==> config.mk <==
export PLATFORM = sky130hd
export DESIGN_NAME = expr_sched
export DESIGN_NICKNAME = d
export VERILOG_FILES = /design/src/rtl/expr_pkg.sv /design/src/rtl/sched_timeout.sv /design/src/rtl/expr_sched.sv
export SDC_FILE = /design/constraint.sdc
export NUM_CORES = 1
export LEC_CHECK = 0
export CAP_MARGIN = 0
export CORE_MARGIN = 1.5
export CORE_UTILIZATION = 55
export DETAILED_ROUTE_END_ITERATION = 10
export PLACE_DENSITY = 0.86
export SLEW_MARGIN = 15
export SYNTH_ARGS = -nofsm -noshare
export SYNTH_HDL_FRONTEND = slang
export SYNTH_HIERARCHICAL = 1
export SYNTH_SLANG_ARGS = --single-unit
==> constraint.sdc <==
create_clock -name clk -period 3.5 [get_ports clk]
set_input_delay 1.05 -clock clk [delete_from_list [all_inputs] [get_ports clk]]
set_output_delay 1.05 -clock clk [all_outputs]
set_load 0.05 [all_outputs]
==> src/rtl/expr_pkg.sv <==
// Shared encodings for the expression scheduler: token kinds, operator codes,
// FSM states and the operator precedence helper.
package expr_pkg;

   typedef enum logic [1:0] {
      TK_OPND = 2'd0,
      TK_OP   = 2'd1,
      TK_END  = 2'd2,
      TK_RSVD = 2'd3
   } tok_kind_e;

   localparam logic [7:0] OP_ADD = 8'h2B;
   localparam logic [7:0] OP_SUB = 8'h2D;
   localparam logic [7:0] OP_MUL = 8'h2A;
   localparam logic [7:0] OP_DIV = 8'h2F;

   typedef enum logic [2:0] {
      S_IDLE,
      S_FETCH,
      S_CMP,
      S_PUSH_OP,
      S_REDUCE,
      S_DRAIN,
      S_DONE,
      S_ERR
   } state_e;

   // 0 marks an illegal operator code.
   function automatic logic [1:0] prec(input logic [7:0] code);
      case (code)
         OP_MUL, OP_DIV: return 2'd2;
         OP_ADD, OP_SUB: return 2'd1;
         default:        return 2'd0;
      endcase
   endfunction

endpackage

==> src/rtl/sched_timeout.sv <==
// Down-counting watchdog: load arms it, clr parks it at zero, expired while zero.
module sched_timeout #(
   parameter int TW = 8
) (
   input  logic          clk,
   input  logic          reset,
   input  logic          load,
   input  logic          clr,
   input  logic [TW-1:0] load_val,
   output logic          expired
);

   logic [TW-1:0] cnt;

   always_ff @(posedge clk or negedge reset) begin
      if (!reset) begin
         cnt <= '0;
      end else if (load) begin
         cnt <= load_val;
      end else if (clr) begin
         cnt <= '0;
      end else if (cnt != '0) begin
         cnt <= cnt - 1'b1;
      end
   end

   assign expired = (cnt == '0);

endmodule

==> src/rtl/expr_sched.sv <==
// Shunting-yard token scheduler: drives the external operand/operator stacks
// and fires the calculation unit once per reduction.
//
// state   | meaning
// IDLE    | no expression open, ready for the first token
// FETCH   | accepting tokens; operands pushed straight through
// CMP     | compare pending operator with operator stack top
// PUSH_OP | push pending operator
// REDUCE  | fire calc_start, wait for calc_complete (watchdogged)
// DRAIN   | end seen, reduce until operator stack is empty
// DONE    | capture result from operand stack top, clear counters
// ERR     | sticky error, held until reset
module expr_sched
   import expr_pkg::*;
#(
   parameter int W       = 8,
   parameter int DEPTH   = 16,
   parameter int TIMEOUT = 255
) (
   input  logic         clk,
   input  logic         reset,
   input  logic         tok_valid,
   output logic         tok_ready,
   input  logic [1:0]   tok_kind,
   input  logic [W-1:0] tok_data,
   output logic         opnd_push,
   output logic [W-1:0] opnd_Din,
   output logic         op_push,
   output logic [W-1:0] op_Din,
   input  logic [W-1:0] op_top,
   input  logic [W-1:0] opnd_top,
   output logic         calc_start,
   input  logic         calc_complete,
   output logic         done,
   output logic [W-1:0] result,
   output logic         err
);

   localparam int CW = $clog2(DEPTH + 1);
   localparam int TW = $clog2(TIMEOUT + 1);
   localparam logic [CW-1:0] CNT_MAX  = CW'(DEPTH);
   localparam logic [CW-1:0] CNT_TWO  = CW'(2);
   // calc_complete is honoured up to TIMEOUT-1 cycles after calc_start; err shows at TIMEOUT.
   localparam logic [TW-1:0] TMO_LOAD = TW'(TIMEOUT - 2);

   state_e        state, state_nxt, ret_state;
   tok_kind_e     kind;
   logic [CW-1:0] opnd_cnt, op_cnt;
   logic [W-1:0]  pend_op, result_r;
   logic          busy, done_r;
   logic          accept, red_finish, done_ok, tmo_expired;

   assign kind = tok_kind_e'(tok_kind);

   always_ff @(posedge clk or negedge reset) begin
      if (!reset) state <= S_IDLE;
      else        state <= state_nxt;
   end

   always_comb begin
      state_nxt = state;
      case (state)
         S_IDLE, S_FETCH: begin
            if (tok_valid) begin
               case (kind)
                  TK_OPND: state_nxt = (opnd_cnt == CNT_MAX) ? S_ERR : S_FETCH;
                  TK_OP:   state_nxt = (prec(8'(tok_data)) == 2'd0) ? S_ERR : S_CMP;
                  TK_END:  state_nxt = (state == S_IDLE) ? S_DONE : S_DRAIN;
                  default: state_nxt = S_ERR;
               endcase
            end
         end
         S_CMP: begin
            if (op_cnt != '0 && prec(8'(op_top)) >= prec(8'(pend_op))) state_nxt = S_REDUCE;
            else                                                        state_nxt = S_PUSH_OP;
         end
         S_PUSH_OP: state_nxt = (op_cnt == CNT_MAX) ? S_ERR : S_FETCH;
         S_REDUCE: begin
            if (!busy) begin
               if (opnd_cnt < CNT_TWO) state_nxt = S_ERR;
            end else if (calc_complete) begin
               state_nxt = ret_state;
            end else if (tmo_expired) begin
               state_nxt = S_ERR;
            end
         end
         S_DRAIN: state_nxt = (op_cnt != '0) ? S_REDUCE : S_DONE;
         S_DONE:  state_nxt = (opnd_cnt > 1) ? S_ERR : S_IDLE;
         default: state_nxt = S_ERR;
      endcase
   end

   // Outputs are gated by reset so everything reads 0 the moment reset falls.
   always_comb begin
      tok_ready  = reset && (state == S_IDLE || state == S_FETCH);
      accept     = tok_valid && tok_ready;
      opnd_push  = accept && kind == TK_OPND && opnd_cnt != CNT_MAX;
      opnd_Din   = opnd_push ? tok_data : '0;
      op_push    = reset && state == S_PUSH_OP && op_cnt != CNT_MAX;
      op_Din     = op_push ? pend_op : '0;
      calc_start = reset && state == S_REDUCE && !busy && opnd_cnt >= CNT_TWO;
      red_finish = state == S_REDUCE && busy && calc_complete;
      done_ok    = state == S_DONE && opnd_cnt <= 1;
      err        = state == S_ERR;
   end

   always_ff @(posedge clk or negedge reset) begin
      if (!reset) begin
         pend_op   <= '0;
         ret_state <= S_CMP;
         busy      <= 1'b0;
         opnd_cnt  <= '0;
         op_cnt    <= '0;
         done_r    <= 1'b0;
         result_r  <= '0;
      end else begin
         if (accept && kind == TK_OP) pend_op <= tok_data;
         if (state_nxt == S_REDUCE && state != S_REDUCE)
            ret_state <= (state == S_DRAIN) ? S_DRAIN : S_CMP;
         busy   <= (state_nxt == S_REDUCE) && (calc_start || busy);
         done_r <= done_ok;
         if (done_ok) begin
            result_r <= (opnd_cnt == '0) ? '0 : opnd_top;
            opnd_cnt <= '0;
            op_cnt   <= '0;
         end else begin
            if (opnd_push) opnd_cnt <= opnd_cnt + 1'b1;
            if (op_push)   op_cnt   <= op_cnt + 1'b1;
            // Calc unit pops two operands and pushes one back: net -1.
            if (red_finish) begin
               opnd_cnt <= opnd_cnt - 1'b1;
               op_cnt   <= op_cnt - 1'b1;
            end
         end
      end
   end

   assign done   = done_r;
   assign result = result_r;

   sched_timeout #(.TW(TW)) u_tmo (
      .clk      (clk),
      .reset    (reset),
      .load     (calc_start),
      .clr      (red_finish),
      .load_val (TMO_LOAD),
      .expired  (tmo_expired)
   );

endmodule

## Word-level counts from Yosys, hierarchy flattened

Cells that the tools add are included.

- Add/sub/neg operators: 5
- Order comparisons: 5
- Equality and inequality tests: 27
- Multiplexer cells: 35
- Reduce and logical (&&, ||, !) cells: 36

Operator list:

| cell | number |
|---|---|
| 8-bit by 6-bit equality test with 1-bit output, second input constant | 12 |
| 8-bit two-way mux | 6 |
| 3-bit two-way mux | 11 |
| 5-bit two-way mux | 6 |
| 3-bit case mux with 6 select lines | 1 |
| 1-bit logical AND | 16 |
| 3-bit equality test, second input constant | 5 |
| 2-bit two-way mux | 7 |
| 2-bit OR reduction | 7 |
| 2-bit case mux with 2 select lines | 3 |
| 5-bit by 1-bit adder with 5-bit output, second input constant | 2 |
| 5-bit equality test, second input constant | 2 |
| 5-bit != test, second input constant | 2 |
| 5-bit by 1-bit subtractor with 5-bit output, second input constant | 2 |
| 3-bit case mux with 3 select lines | 1 |
| 3-bit nonzero test | 3 |
| 8-bit logical NOT | 1 |
| 8-bit nonzero test | 1 |
| 8-bit by 1-bit subtractor with 8-bit output, second input constant | 1 |
| 3-bit by 2-bit equality test with 1-bit output, second input constant | 2 |
| 5-bit by 2-bit >= comparator with 1-bit output, second input constant | 1 |
| 5-bit by 1-bit > comparator with 1-bit output, second input constant | 1 |
| 5-bit by 1-bit <= comparator with 1-bit output, second input constant | 1 |
| 5-bit logical NOT | 1 |
| other kinds (11) | 13 |

- Bits in registers: 42
- Bits of input ports: 30
- Output and inout bits: 30
- Word-level logic and storage cells: 117

## Logic depth before layout (Yosys ltp)

Gate-level depths: netlist of the first run.

- Depth in word-level cells: 13
- Gate-level depth with buffers: 9
- Depth with buffers taken out: 9

## Modules after synthesis

The synthesis of the first run kept the hierarchy.

By module, submodules not included:

| module | instances | cells an instance | area each (µm²) | seq. area each (µm²) |
|---|---|---|---|---|
| expr_sched | 1 | 225 | 2,138.3 | 827.0 |
| sched_timeout | 1 | 51 | 500.5 | 200.2 |

## Worst setup path after synthesis of the first run

No wires, ideal clock.

- Path kind: input-to-output
- From: in reset
- To: out calc_start
- Arrival time: 3.044 ns
- Slack: -0.594 ns
- Stages on the path: 2
- Cell sequence: inv_1 > nor4b_1

- Word-level cells in the longest chain between the ends: 3

RTL lines:

| item | line | source |
|---|---|---|
| start: declaration | expr_sched.sv:21 | `input logic reset,` |
| 1-bit logical AND (3 in series) | expr_sched.sv:101 | `calc_start = reset && state == S_REDUCE && !busy && opnd_cnt >= CNT_TWO;` |
| end: declaration | expr_sched.sv:32 | `output logic calc_start,` |

No other way between the ends.

## Worst setup path after layout of the first run

- From: in tok_kind[0]
- To: out opnd_Din[0]

- Word-level cells in the longest chain between the ends: 4

RTL lines:

| item | line | source |
|---|---|---|
| start: declaration | expr_sched.sv:24 | `input logic [1:0] tok_kind,` |
| 2-bit logical NOT | expr_sched.sv:97 | `opnd_push = accept && kind == TK_OPND && opnd_cnt != CNT_MAX;` |
| 1-bit logical AND (2 in series) | expr_sched.sv:97 |  |
| 8-bit two-way mux | expr_sched.sv:98 | `opnd_Din = opnd_push ? tok_data : '0;` |
| end: declaration | expr_sched.sv:27 | `output logic [W-1:0] opnd_Din,` |

No other way between the ends.

==> results of run 1 <==
==> registers in the layout, summed over array words and instances (netlist names) <==
name	count
busy	1
done	1
op_cnt	5
opnd_cnt	5
pend_op	8
result	8
ret_state	2
state	3
u_tmo/cnt	8
==> repair_timing <==
item	4_1_cts	5_1_grt
setup endpoints to repair	0	1
buffers inserted	0	0
gates resized for setup	0	11
==> placed cells by master (no fill, tap or decap), types with 3 or more instances in the layout <==
cell | netlist | routed
or3_1 | 3 | 3
xnor2_1 | 8 | 8
conb_1 | 2 | 8
and2_4 | 0 | 8
nor4_1 | 4 | 4
buf_12 | 0 | 20
xor2_1 | 8 | 8
dfrtp_1 | 40 | 40
o31ai_1 | 5 | 5
and3_1 | 3 | 3
nand2b_1 | 4 | 4
a21oi_1 | 4 | 4
inv_1 | 10 | 10
nand3_1 | 18 | 18
mux2_2 | 7 | 7
ha_1 | 12 | 12
o21ai_2 | 5 | 5
clkbuf_8 | 0 | 5
mux2i_1 | 3 | 3
and2_1 | 17 | 9
nor3_1 | 6 | 6
clkdlybuf4s50_1 | 0 | 37
nand2_1 | 36 | 36
nor2_1 | 12 | 12
o21ai_0 | 7 | 7
buf_4 | 2 | 6
==> power by group through the flow <==
stage / Combinational, mW / Sequential [mW] / Clock (mW)
after global routing: 1.37 / 0.930 / 0.387
final: 1.26 / 0.898 / 0.361
after CTS: 1.25 / 0.893 / 0.370
after global placement: 1.21 / 0.886 / 0
after detailed placement: 1.24 / 0.903 / 0
after floorplan: 0.850 / 0.913 / 0
==> synth_stat cells (4+ instances only) <==
master and count:
xor2_1 8, mux2_2 7, a21oi_1 4, o21ai_0 7, ha_1 12, o21ai_2 5, nor4_1 4, dfrtp_1 40
nand2_1 36, inv_1 10, and2_1 17, nor2_1 12, nor3_1 6, nand3_1 18, o31ai_1 5, xnor2_1 8
nand2b_1 4, clkbuf_1 4
==> area by class of cell <==
cell class | instances | area, um2
clock inverters | 2 | 35.0
multi-input cells | 220 | 1560
inverters | 11 | 41.3
fillers | 290 | 1010
well taps | 54 | 67.6
repair buffers | 67 | 850
flip-flops and latches | 41 | 1030
clock buffers | 5 | 68.8
==> path summary, 6_finish.rpt <==
kind | from | to | slack, ns | cells after the start
worst max-delay path | tok_kind[0] | opnd_Din[0] | 0.06 | 5
worst min-delay path | result[0]$_DFFE_PN0P_ | result[0]$_DFFE_PN0P_ | 0.47 | 2
worst min register to register | result[0]$_DFFE_PN0P_ | result[0]$_DFFE_PN0P_ | 0.47 | 2
max in group asynchronous | reset | ret_state[1]$_DFFE_PN1P_ | 2.26 | 2
min in group asynchronous | reset | u_tmo/cnt[0]$_DFFE_PN0P_ | 0.88 | 2
worst max register to register | state[2]$_DFF_PN0_ | op_cnt[4]$_DFFE_PN0P_ | 0.93 | 8
==> layer usage <==
metal  GRT usage  vias up  share of wire
met5           0        -              0
met1       0.324     1097           0.42
met2       0.430       70           0.51
li1            -     1109              -
met4       0.103        0          0.021
met3      0.0569       16          0.049
==> cell families after synthesis <==
group,count (synthesis),synth area share
DFF,41,0.389
adders and majority gates,13,0.0645
other,2,0.00285
AOI/OAI and AO/OA,43,0.122
xor gates and xnor gates,16,0.0531
and+or+nand+nor,128,0.280
buffers and inverters,21,0.0370
muxes,12,0.0512
==> critical path: cells and delay by family <==
| family | cells | cell delay, ns |
|---|---|---|
| buf+inv | 3 | 0.82 |
| simple gates | 2 | 0.51 |
==> impl_metrics.tcl, run 1 <==
set metrics [dict create \
    status "finished, final reports clean" \
    netSwitchingFraction 0.430 \
    critPathSlowestCell "clkdlybuf4s50_1" \
    p_int_mw 1.43 \
    synth-seq-cells 41 \
    finalHoldViolCount 0 \
    p_switching_mw 1.08 \
    route.detailed.drc 0 \
    clockPowerShare 0.144 \
    dp_hpwl_um 4740 \
    endpoint_kind "output port" \
    layout_min_cycle_time_ns 3.44 \
    num_rows 25 \
    cts.clk_slew.worst_paths_ns 0.07 \
    syn-cell-area_mm2 0.00264 \
    fin_nets 389 \
    ys_top_cells_by_area "dfrtp_1 38%, ha_1 5.7%, nand2_1 5.1%, and2_1 4.0%, nand3_1 3.4%" \
    worst_pin_slew_ns 0.591 \
    coreArea_mm2 0.00466 \
    antenna_left 0 \
    max_freq_ghz 0.291 \
    yosysWarnings 6 \
    pre_cts_ws_ns 0.0461 \
    diodes 0 \
    grt_overflow 0 \
    fin_hold_ws_ns 0.471 \
    drv_slew 0 \
    die_w_um 72.3 \
    timing.final.ws_setup_ns 0.0612 \
    drive_gt1_frac 0.217 \
    routed_wl_um 6350 \
    critPathLaunchType "input port" \
    period_share 0.983 \
    cp_max_fo 4 \
    grt_use_total 0.257 \
    drtIter0Drc 133 \
    async_flop_share 1.00 \
    cts_max_level 2 \
    area_growth_pct 38.4 \
    synth_area_per_cell_um2 9.56 \
    hold_path_class "reg2reg" \
    final_cell_area_mm2 0.00365 \
    synth_top_cell_area_share 0.379 \
    fin_util 0.784 \
    crit_arrival_ns 2.39 \
    via_count 2292 \
    setup_viol 0 \
    synthCells 276 \
    power.density_mw_per_mm2 689 \
    p_leak_nw 1.66 \
    die_h_um 72.3 \
    cts_buffer_depth 2 \
    ys.flop_type "dfrtp_1" \
    synth-seq-area-share 0.389 \
    grt_max_degree 42 \
    clock_latency_ns 0.29 \
    vdd_drop_max_mv 0.526 \
    grt_first_pass_wirelength_um 10400 \
    initial_core_util 0.566 \
    cts_root_buffer "clkbuf_8" \
    place_area_mm2 0.00352 \
    synth_top_area_cell "dfrtp_1" \
    vias_per_cell 5.73 \
    worstSetupPathType "in2out" \
    synth_cell_type_count 67 \
    drt-pass1-iter-count 4 \
    slew-limit-headroom 0.602 \
    gp_congestion 0.929 \
    cp.required_ns 2.45 \
    portBuffers 59 \
    rsz0062_at_grt "false" \
    maxCapViolations 0 \
    p_seq_frac 0.357 \
    place_inst 392 \
    antenna_found_initial 0 \
    layoutNonFillerInstCount 400 \
    wire_per_inst_um 15.9 \
    path_cells "clkdlybuf4s50_1, nor4_2, buf_2, and2_4, buf_12" \
    grt_pass1_vias 2273 \
    totalPowerFinal_mw 2.52 \
    cts_num_sinks 41 \
    combinationalPowerShare 0.499 \
    slowest_delay_ns 0.47 \
    numCtsBuffers 5 \
    synth_edf_count 0 \
    cts_tree "yes" \
    setup_tns_ns 0 \
    cts-hold-fix-buffers 0 \
    skew_ns 0.00513 \
    die-area_mm2 0.00522 \
    pin_count 60 \
]
(Power assumes the default switching activity.)
==> run 2, diff against run 1 <==
- CORE_MARGIN: 1.5 -> 1
- SKIP_LAST_GASP: default -> 1
==> run 2 against run 1 <==
- power increased by 2.1%
- non-clock buffer count unchanged
- count of clock-buffer cells in the layout increased by 1
- highest routed layer unchanged
- routed wire length increased by 0.76%
- via count increased by 0.70%
- cell area decreased by 0.14%
- register-to-register slack got worse by 0.06 ns
- worst setup slack got worse by 0.0033 ns
- largest cell class unchanged
==> impl_metrics.tcl, run 2 (synthesis gave the netlist of run 1 again) <==
set metrics [dict create \
    critPathSlowestCell "clkdlybuf4s50_1" \
    max_freq_ghz 0.291 \
    die-area_mm2 0.00508 \
    grt_overflow 0 \
    area_growth_pct 38.2 \
    p_seq_frac 0.353 \
    coreArea_mm2 0.00447 \
    endpoint "opnd_Din[7]" \
    maxCapViolations 0 \
    grt_use_total 0.267 \
    crit_start "tok_valid" \
    r2r_slack_ns 0.87 \
    grt_first_pass_wirelength_um 10500 \
    cp_num_buf_inv 3 \
    routed_wl_um 6390 \
    grt_max_degree 42 \
    num_rows 24 \
    clockPowerShare 0.157 \
    cts_tree "yes" \
    route.detailed.drc 0 \
    wl_met3_um 279 \
    worst_pin_slew_ns 0.567 \
    layout_common_cells "40 x dfrtp_1, 38 x clkdlybuf4s50_1, 36 x nand2_1" \
    hold_path_class "reg2reg" \
    drv_slew 0 \
    cts_num_sinks 41 \
    antenna_found_initial 0 \
    r2r_start "state[2]$_DFF_PN0_" \
    die_h_um 71.3 \
    place_area_mm2 0.00352 \
    reg2regPathDepth 8 \
    dp_hpwl_um 4730 \
    vdd_drop_max_mv 0.590 \
    cts_max_level 2 \
    setup_viol 0 \
    slowest_delay_ns 0.52 \
    via_count 2308 \
    cts_root_buffer "clkbuf_8" \
    period_share 0.983 \
    die_w_um 71.3 \
    dr_wl_met2_um 3260 \
    endpoint_kind "output port" \
    crit_arrival_ns 2.39 \
    power.density_mw_per_mm2 704 \
    fin_util 0.815 \
    cts.clk_slew.worst_paths_ns 0.08 \
    status "finished, final reports clean" \
    p_int_mw 1.46 \
    vias_per_cell 5.78 \
    pin_count 60 \
    drt-met1-wl_um 2740 \
    portBuffers 59 \
    clock_latency_ns 0.30 \
    drtIter0Drc 188 \
    initial_core_util 0.590 \
    worstSetupPathType "in2out" \
    setup_tns_ns 0 \
    slew-limit-headroom 0.619 \
    critPathLaunchType "input port" \
    cp_top_family "buffers and inverters" \
    path_cells "clkdlybuf4s50_1, nand4bb_1, nor4_2, buf_4, and2_1, buf_12" \
    postCtsSetupBuffers 0 \
    combinationalPowerShare 0.490 \
    skew_ns 0.00434 \
    cp_max_fo 9 \
    fin_nets 389 \
    drt-pass1-iter-count 4 \
    final_cell_area_mm2 0.00365 \
    nFillCells 264 \
    antenna_left 0 \
    numCtsBuffers 5 \
    diodes 0 \
    timing.rr.end "op_cnt[4]$_DFFE_PN0P_" \
    final_common_cell "dfrtp_1" \
    wire_per_inst_um 16.0 \
    cp.required_ns 2.45 \
    gp_congestion 0.816 \
    cp.depth 6 \
    grt_pass1_vias 2238 \
    rsz0062_at_grt "true" \
    layout_min_cycle_time_ns 3.44 \
    finalHoldViolCount 0 \
    p_switching_mw 1.11 \
    drive_gt1_frac 0.199 \
    cts_buffer_depth 2 \
    p_leak_nw 1.64 \
    netSwitchingFraction 0.432 \
    highest-signal-layer "met4" \
]
-- run 2: layer usage --
metal  up-vias  track usage
li1       1110            -
met1      1107        0.349
met2        80        0.457
met3        11       0.0366
met4         0       0.0956
met5         -            0
-- run 2: how the worst min path moves through the flow --
stage                         endpoint               startpoint  cells after the start
3_5_place_dp     result[6]$_DFFE_PN0P_    result[6]$_DFFE_PN0P_                      2
6_report         result[6]$_DFFE_PN0P_    result[6]$_DFFE_PN0P_                      2
3_3_place_gp     result[7]$_DFFE_PN0P_    result[7]$_DFFE_PN0P_                      2
4_1_cts          result[6]$_DFFE_PN0P_    result[6]$_DFFE_PN0P_                      2
5_1_grt          result[5]$_DFFE_PN0P_    result[5]$_DFFE_PN0P_                      2
2_1_floorplan  opnd_cnt[4]$_DFFE_PN0P_  opnd_cnt[4]$_DFFE_PN0P_                      1
-- run 2: repair_timing --
item                                    4_1_cts  5_1_grt
gates resized for setup                       0        1
endpoints found under the setup margin        0        3
hold buffers                                  0        0
-- run 2: area by class of cell --
type | count | area [um2] | share of cell area
clock buffers | 6 | 82.6 | 0.0226
clock inverters | 2 | 37.5 | 0.0103
inverters | 11 | 41.3 | 0.0113
multi-input cells | 220 | 1550 | 0.424
flip-flops and latches | 41 | 1030 | 0.282
well taps | 52 | 65.1 | 0.0178
repair buffers | 67 | 846 | 0.232
-- run 2: worst min-delay path, stage by stage, from the launching register on --
cell,delay [ns]
dfrtp_1,0.34
nand2_1,0.05
nand2_1,0.05
-- run 2: stage by stage --
stage	total power [mW]	hold slack (ns)	std cells	setup slack (ns)
6_report	2.57	0.468	399	0.0579
5_1_grt	2.71	0.496	399	-0.00424
3_5_place_dp	2.15	0.455	391	0.0693
2_1_floorplan	1.76	0.468	282	0.0626
3_3_place_gp	2.10	0.449	391	0.0977
4_1_cts	2.56	0.474	399	0.0654
-- run 2: power groups by stage --
stage	combinational [mW]	sequential [mW]	clock (mW)
6_report	1.26	0.906	0.403
5_1_grt	1.36	0.928	0.424
4_1_cts	1.26	0.897	0.410
3_5_place_dp	1.25	0.903	0
3_3_place_gp	1.21	0.888	0
2_1_floorplan	0.850	0.913	0
==> run 3, diff against run 2 <==
- CORE_UTILIZATION: 55 -> 26
- PLACE_DENSITY: 0.86 -> default
- SYNTH_HIERARCHICAL: 1 -> default
==> run 3 against run 2 <==
- first-iteration DRC count decreased by 55%
- sequential share of layout area shrank 0.22 points
- count of clock-buffer cells in the layout grew 1
- critical path depth down 1
- largest cell class unchanged
==> impl_metrics.tcl, run 3 <==
set metrics [dict create \
    ys_top_cells_by_area "dfrtp_1 40%, ha_1 5.5%, xnor2_1 4.9%, nand2_1 4.6%, and2_1 4.2%" \
    endpoint_kind "output port" \
    route.detailed.drc 0 \
    clock_latency_ns 0.29 \
    power.density_mw_per_mm2 698 \
    synth_cell_type_count 56 \
    cts_num_sinks 41 \
    synth_common_cells "40 x dfrtp_1, 31 x nand2_1, 17 x and2_1" \
    grt_pass1_vias 2165 \
    critPathLaunchType "input port" \
    worstSetupPathType "in2out" \
    setup_viol 0 \
    antenna_left 0 \
    slowest_delay_ns 0.36 \
    die_h_um 100 \
    fin_nets 380 \
    r2r_start "state[2]$_DFF_PN0_" \
    syn-cell-area_mm2 0.00251 \
    status "finished, final reports clean" \
    grt_first_pass_wirelength_um 10000 \
    synth_area_per_cell_um2 9.40 \
    async_flop_share 1.00 \
    via_count 2158 \
    num_rows 35 \
    synth_edf_count 0 \
    slew-limit-headroom 0.646 \
    diodes 0 \
    synth-seq-area-share 0.409 \
    critPathSlowestCell "a311oi_2" \
    synth_top_area_cell "dfrtp_1" \
    final_cell_area_mm2 0.00368 \
    path_cells "dlymetal6s2s_1, a311oi_2, and4_4, and2_4, buf_12" \
    cp_max_fo 5 \
    place_area_mm2 0.00351 \
    totalPowerFinal_mw 2.56 \
    drv_slew 0 \
    worstHoldEndpoint "result[4]$_DFFE_PN0P_" \
    initial_core_util 0.270 \
    dp_hpwl_um 4590 \
    vdd_drop_max_mv 0.331 \
    cts_tree "yes" \
    finalHoldViolCount 0 \
    nFillCells 934 \
    syn_nets 309 \
    p_leak_nw 1.63 \
    r2r_slack_ns 1.02 \
    min_delay_path_depth 2 \
    timing.rr.end "op_cnt[4]$_DFFE_PN0P_" \
    fin_hold_ws_ns 0.472 \
    synthMostInstantiatedCell "dfrtp_1" \
    area_growth_pct 46.5 \
    vias_per_cell 4.61 \
    numCtsBuffers 5 \
    skew_ns 0.00879 \
    die_w_um 100 \
    hold_path_class "reg2reg" \
    synthCells 267 \
    grt_use_total 0.125 \
    grt_max_degree 30 \
    coreArea_mm2 0.00928 \
    crit_arrival_ns 2.19 \
    cp_num_buf_inv 2 \
    gp_congestion 0.816 \
    cts_max_level 2 \
    drt-pass1-iter-count 4 \
    layout_min_cycle_time_ns 3.24 \
    ys.flop_type "dfrtp_1" \
    pin_count 60 \
    drive_gt1_frac 0.236 \
    cts_buffer_depth 2 \
    final_common_cell "dfrtp_1" \
    max_freq_ghz 0.308 \
    portBuffers 59 \
    grt_overflow 0 \
    routed_wl_um 6060 \
    period_share 0.927 \
    worst_pin_slew_ns 0.529 \
    die-area_mm2 0.0101 \
    reg2regPathDepth 9 \
    cts.clk_slew.worst_paths_ns 0.08 \
    synth-seq-cells 41 \
    cts_root_buffer "clkbuf_8" \
    cp_top_family "simple AND/OR/NAND/NOR gates" \
    maxCapViolations 0 \
    wire_per_inst_um 12.9 \
    synth_top_cell_area_share 0.399 \
    rsz0062_at_grt "false" \
    cts-hold-fix-buffers 0 \
    layout_common_cells "40 x dfrtp_1, 36 x clkdlybuf4s50_1, 31 x nand2_1" \
    yosysWarnings 0 \
    hp-start "result[4]$_DFFE_PN0P_" \
    cp.required_ns 2.45 \
    antenna_found_initial 0 \
    drtIter0Drc 85 \
]
run 3: metal layers:
metal / wire length, um / global-route usage / vias up
li1: - / - / 1075
met1: 2800 / 0.154 / 1033
met2: 2960 / 0.222 / 46
met3: 264 / 0.0251 / 4
met4: 36 / 0.0334 / 0
met5: 0 / 0 / -
run 3: where the power goes:
part           total (mW)  switching [mW]  leakage [nW]  internal [mW]
combinational        1.29           0.756          1.05          0.537
clock               0.395           0.162        0.0585          0.233
sequential          0.877           0.203         0.524          0.673
total                2.56            1.12          1.63           1.44
run 3: how the worst max path moves through the flow:
stage,to,from,cells after the start
2_1_floorplan,opnd_Din[0],tok_kind[1],5
3_3_place_gp,opnd_Din[1],tok_kind[1],5
3_5_place_dp,opnd_Din[3],tok_kind[1],5
4_1_cts,opnd_Din[3],tok_kind[1],5
5_1_grt,ret_state[0]$_DFFE_PN0P_,op_top[3],11
6_report,opnd_Din[3],tok_kind[0],5
run 3: cell families (layout without fill, tap and decap cells):
logic type	Yosys count	in the layout	synth area share
buf+inv	24	95	0.0409
compound gates	40	40	0.108
flops	41	41	0.409
simple gates	122	123	0.272
fa+ha+maj	12	12	0.0628
mux	11	11	0.0479
xor+xnor	17	17	0.0593
run 3: worst min-delay path: stages, from the launching register on:
cell     delay [ns]
dfrtp_1        0.35
nand2_1        0.05
nand2_1        0.05
run 3: what timing repair did:
| item | CTS | global route |
|---|---|---|
| setup buffers | 0 | 0 |
| hold endpoints to repair | 0 | 0 |
| setup endpoints to repair | 9 | 11 |
| gates resized for setup | 2 | 13 |
| cloned | 0 | 1 |
| pin swaps | 0 | 4 |
run 3: final cells by class:
type	instances	area, um2	area share
repair buffers	71	885	0.241
inverters	16	60.1	0.0163
clock inverters	1	30.0	0.00817
multi-input cells	203	1430	0.388
well taps	129	161	0.0439
flip-flops and latches	41	1030	0.279
clock buffers	7	86.3	0.0235
run 3: per-stage QoR:
| stage | util | instances | worst slack, ns | TNS (ns) |
|---|---|---|---|---|
| final | 0.396 | 468 | 0.257 | 0 |
| after global routing | 0.396 | 468 | 0.00534 | 0 |
| after CTS | 0.391 | 467 | 0.00339 | 0 |
| after detailed placement | 0.378 | 459 | -0.102 | -0.938 |
| after global placement | 0.378 | 459 | -0.0639 | -0.534 |
| after floorplan | - | 267 | 0.00252 | 0 |
==> edit: new RTL, flow settings as in run 1 <==
Encoding of `state_e`: now Gray code (3 bits for 8 states).
--- a/src/rtl/expr_pkg.sv
+++ b/src/rtl/expr_pkg.sv
@@ -15,14 +15,14 @@
    localparam logic [7:0] OP_DIV = 8'h2F;
 
    typedef enum logic [2:0] {
-      S_IDLE,
-      S_FETCH,
-      S_CMP,
-      S_PUSH_OP,
-      S_REDUCE,
-      S_DRAIN,
-      S_DONE,
-      S_ERR
+      S_IDLE    = 3'b000,
+      S_FETCH   = 3'b001,
+      S_CMP     = 3'b011,
+      S_PUSH_OP = 3'b010,
+      S_REDUCE  = 3'b110,
+      S_DRAIN   = 3'b111,
+      S_DONE    = 3'b101,
+      S_ERR     = 3'b100
    } state_e;
 
    // 0 marks an illegal operator code.
Behaviour: same outputs for any inputs over 10 cycles, from zero or initial values and one cycle with reset low; not proved beyond that.
==> edit against run 1 <==
- synthesized area shrank 2.9%
- maximum frequency is 0.66% lower
- sequential cell count down 1
- routed wire length grew 1.1%
- highest routed layer unchanged
- final area fell by 2.2%
- critical endpoint is now opnd_Din[4]
- worst setup slack got worse by 0.023 ns
- non-clock buffer count is 2 higher
- via count is 0.52% lower
- first-iteration DRC count shrank 4.5%
Power is not compared: it rests on default switching activity, and its combinational part moved more than twofold at a synthesized area within 25%.
==> edit: results (changes against run 1) <==
stage,metric,value,unit,change
route,TritonRoute pass-1 iters,4,,unchanged
global_routing,initial antenna violation count,0,,unchanged
power,internal power,0.000676,W,
clock_network,Post-CTS Resized,1,,+1
status,status,"finished, final reports clean",,
min_path,worst hold path type,flop to flop,,
global_routing,vias in the first global route,2340,,+2.9%
power,IR Drop Worst-Case VDD,329,uV,
cells_and_area,Non-Filler Instances,396,,-1.0%
route,vias after detailed routing,2280,,-0.52%
sta,Worst Hold Slack,0.471,ns,-0.000398 ns
clock_network,setup bufs post-CTS,0,,unchanged
clock_network,Max H-tree Level,2,,unchanged
clock_network,Clock Latency Late Sink,0.30,ns,
clock_network,CTS Buf Count,5,,unchanged
synthesis,synth unique cells,64,,-4.5%
power,Pwr Total,0.000855,W,
placed_design,dpl hpwl,4810,microns,+1.5%
clock_network,CTS max path bufs,2,,unchanged
power,Comb power,0.0000618,W,
synthesis,Synth area leaders,"dfrtp_1 (39%), ha_1 (5.9%), nand2_1 (5.4%), and2_1 (4.4%), mux2_1 (4.0%)",,
placed_design,dpl ws,-0.0114,ns,-0.0576 ns
setup_path,Crit Path Max Fanout,5,,+1
synthesis,Mapped Cells,271,,-1.8%
global_routing,Tot GR Track Use,27.0,%,+1.3 points
power,Leakage,1.56,nW,
setup_path,CP arrival,2.41,ns,+0.02 ns
synthesis,yosys warns,6,,unchanged
placed_design,Routability Congestion,0.881,,-5.1%
global_routing,pin count of the biggest net entering global routing,26,,-38%
sta,fin crit share,98.9,%,+0.65 points
synthesis,Synth Flop Type,dfrtp_1,,
route,Starting DRT DRC Count,127,,-4.5%
cells_and_area,ratio of cells with drive above 1 in the final layout,16.9,%,-4.8 points
clock_network,clock slew at reported path FFs,0.07,ns,about the same
synthesis,post-synthesis sequential area ratio,39.1,%,+0.15 points
global_routing,first-pass GRT wire length,10800,microns,+3.5%
sta,worst rel slew slack,65.7,%,+5.4 points
cells_and_area,footprint of the multi-input gates,1500,sq um,-4.1%
placed_design,port bufs,59,,unchanged
sta,Final Skew,0.00769,ns,+0.00256 ns
setup_path,Worst R2R Setup Slack,0.96,ns,+0.03 ns
clock_network,CTS Root Cell,clkbuf_8,,
cells_and_area,n_diodes,0,,unchanged
synthesis,asr flop ratio synth,100,%,unchanged
cells_and_area,Filler cells,276,,-4.8%
route,Routed WL,6410,microns,+1.1%
placed_design,Post-DP Area,3460,sq um,-1.7%
placed_design,DP Cell Count,388,,-1.0%
power,power share of the clock group,38.4,%,
synthesis,top post-synthesis cells by count,"dfrtp_1 (40), nand2_1 (37), and2_1 (18), nor2_1 (15), ha_1 (12)",,
==> edit: cell types whose count changed in the layout (fill, tap and decap cells not counted), sizes merged, moves of 3 or more <==
cell	run 1	this run
a21oi	5	8
mux2i	3	0
nand3	19	12
nor2b	2	5
nor3	6	2
xnor2	8	11
xor2	8	5
==> edit: worst paths after layout <==
kind                            from  cells after the start           end
setup / recovery           tok_valid                      5   opnd_Din[4]
hold / removal             result[0]                      2     result[0]
setup reg to reg            state[2]                      9     op_cnt[4]
hold reg to reg            result[0]                      2     result[0]
max in group asynchronous      reset                      3  u_tmo/cnt[0]
min in group asynchronous      reset                      2   opnd_cnt[4]
==> edit: cell type report <==
class                   count  share of cell area (%)
clock buffers               7                    2.70
repair buffers             69                    24.1
well taps                  52                    1.82
flip-flops and latches     40                    28.0
multi-input cells         215                    42.0
inverters                  13                    1.37
==> edit: layer usage <==
metal / part of all wire [%] / wire length, microns / vias to the layer above / global-route usage [%]
li1: - / - / 1094 / -
met1: 42 / 2670 / 1115 / 33.9
met2: 52 / 3310 / 55 / 45.8
met3: 4.2 / 270 / 16 / 4.64
met4: 2.5 / 159 / 0 / 11.9
met5: 0 / 0 / - / 0
==> edit: logic make-up after synthesis <==
kind of cell | after synthesis | share of synthesized area, %
other | 2 | 0.293
adders and majority gates | 13 | 6.64
DFF | 40 | 39.1
and+or+nand+nor | 123 | 27.4
xor gates and xnor gates | 16 | 5.47
AOI/OAI and AO/OA | 44 | 12.6
muxes | 10 | 4.54
buffers and inverters | 23 | 4.01
==> edit: worst max-delay path: stages <==
cell	delay [ns]
clkdlybuf4s50_1	0.49
nor3b_4	0.23
o2111a_2	0.29
and2_1	0.20
buf_12	0.15
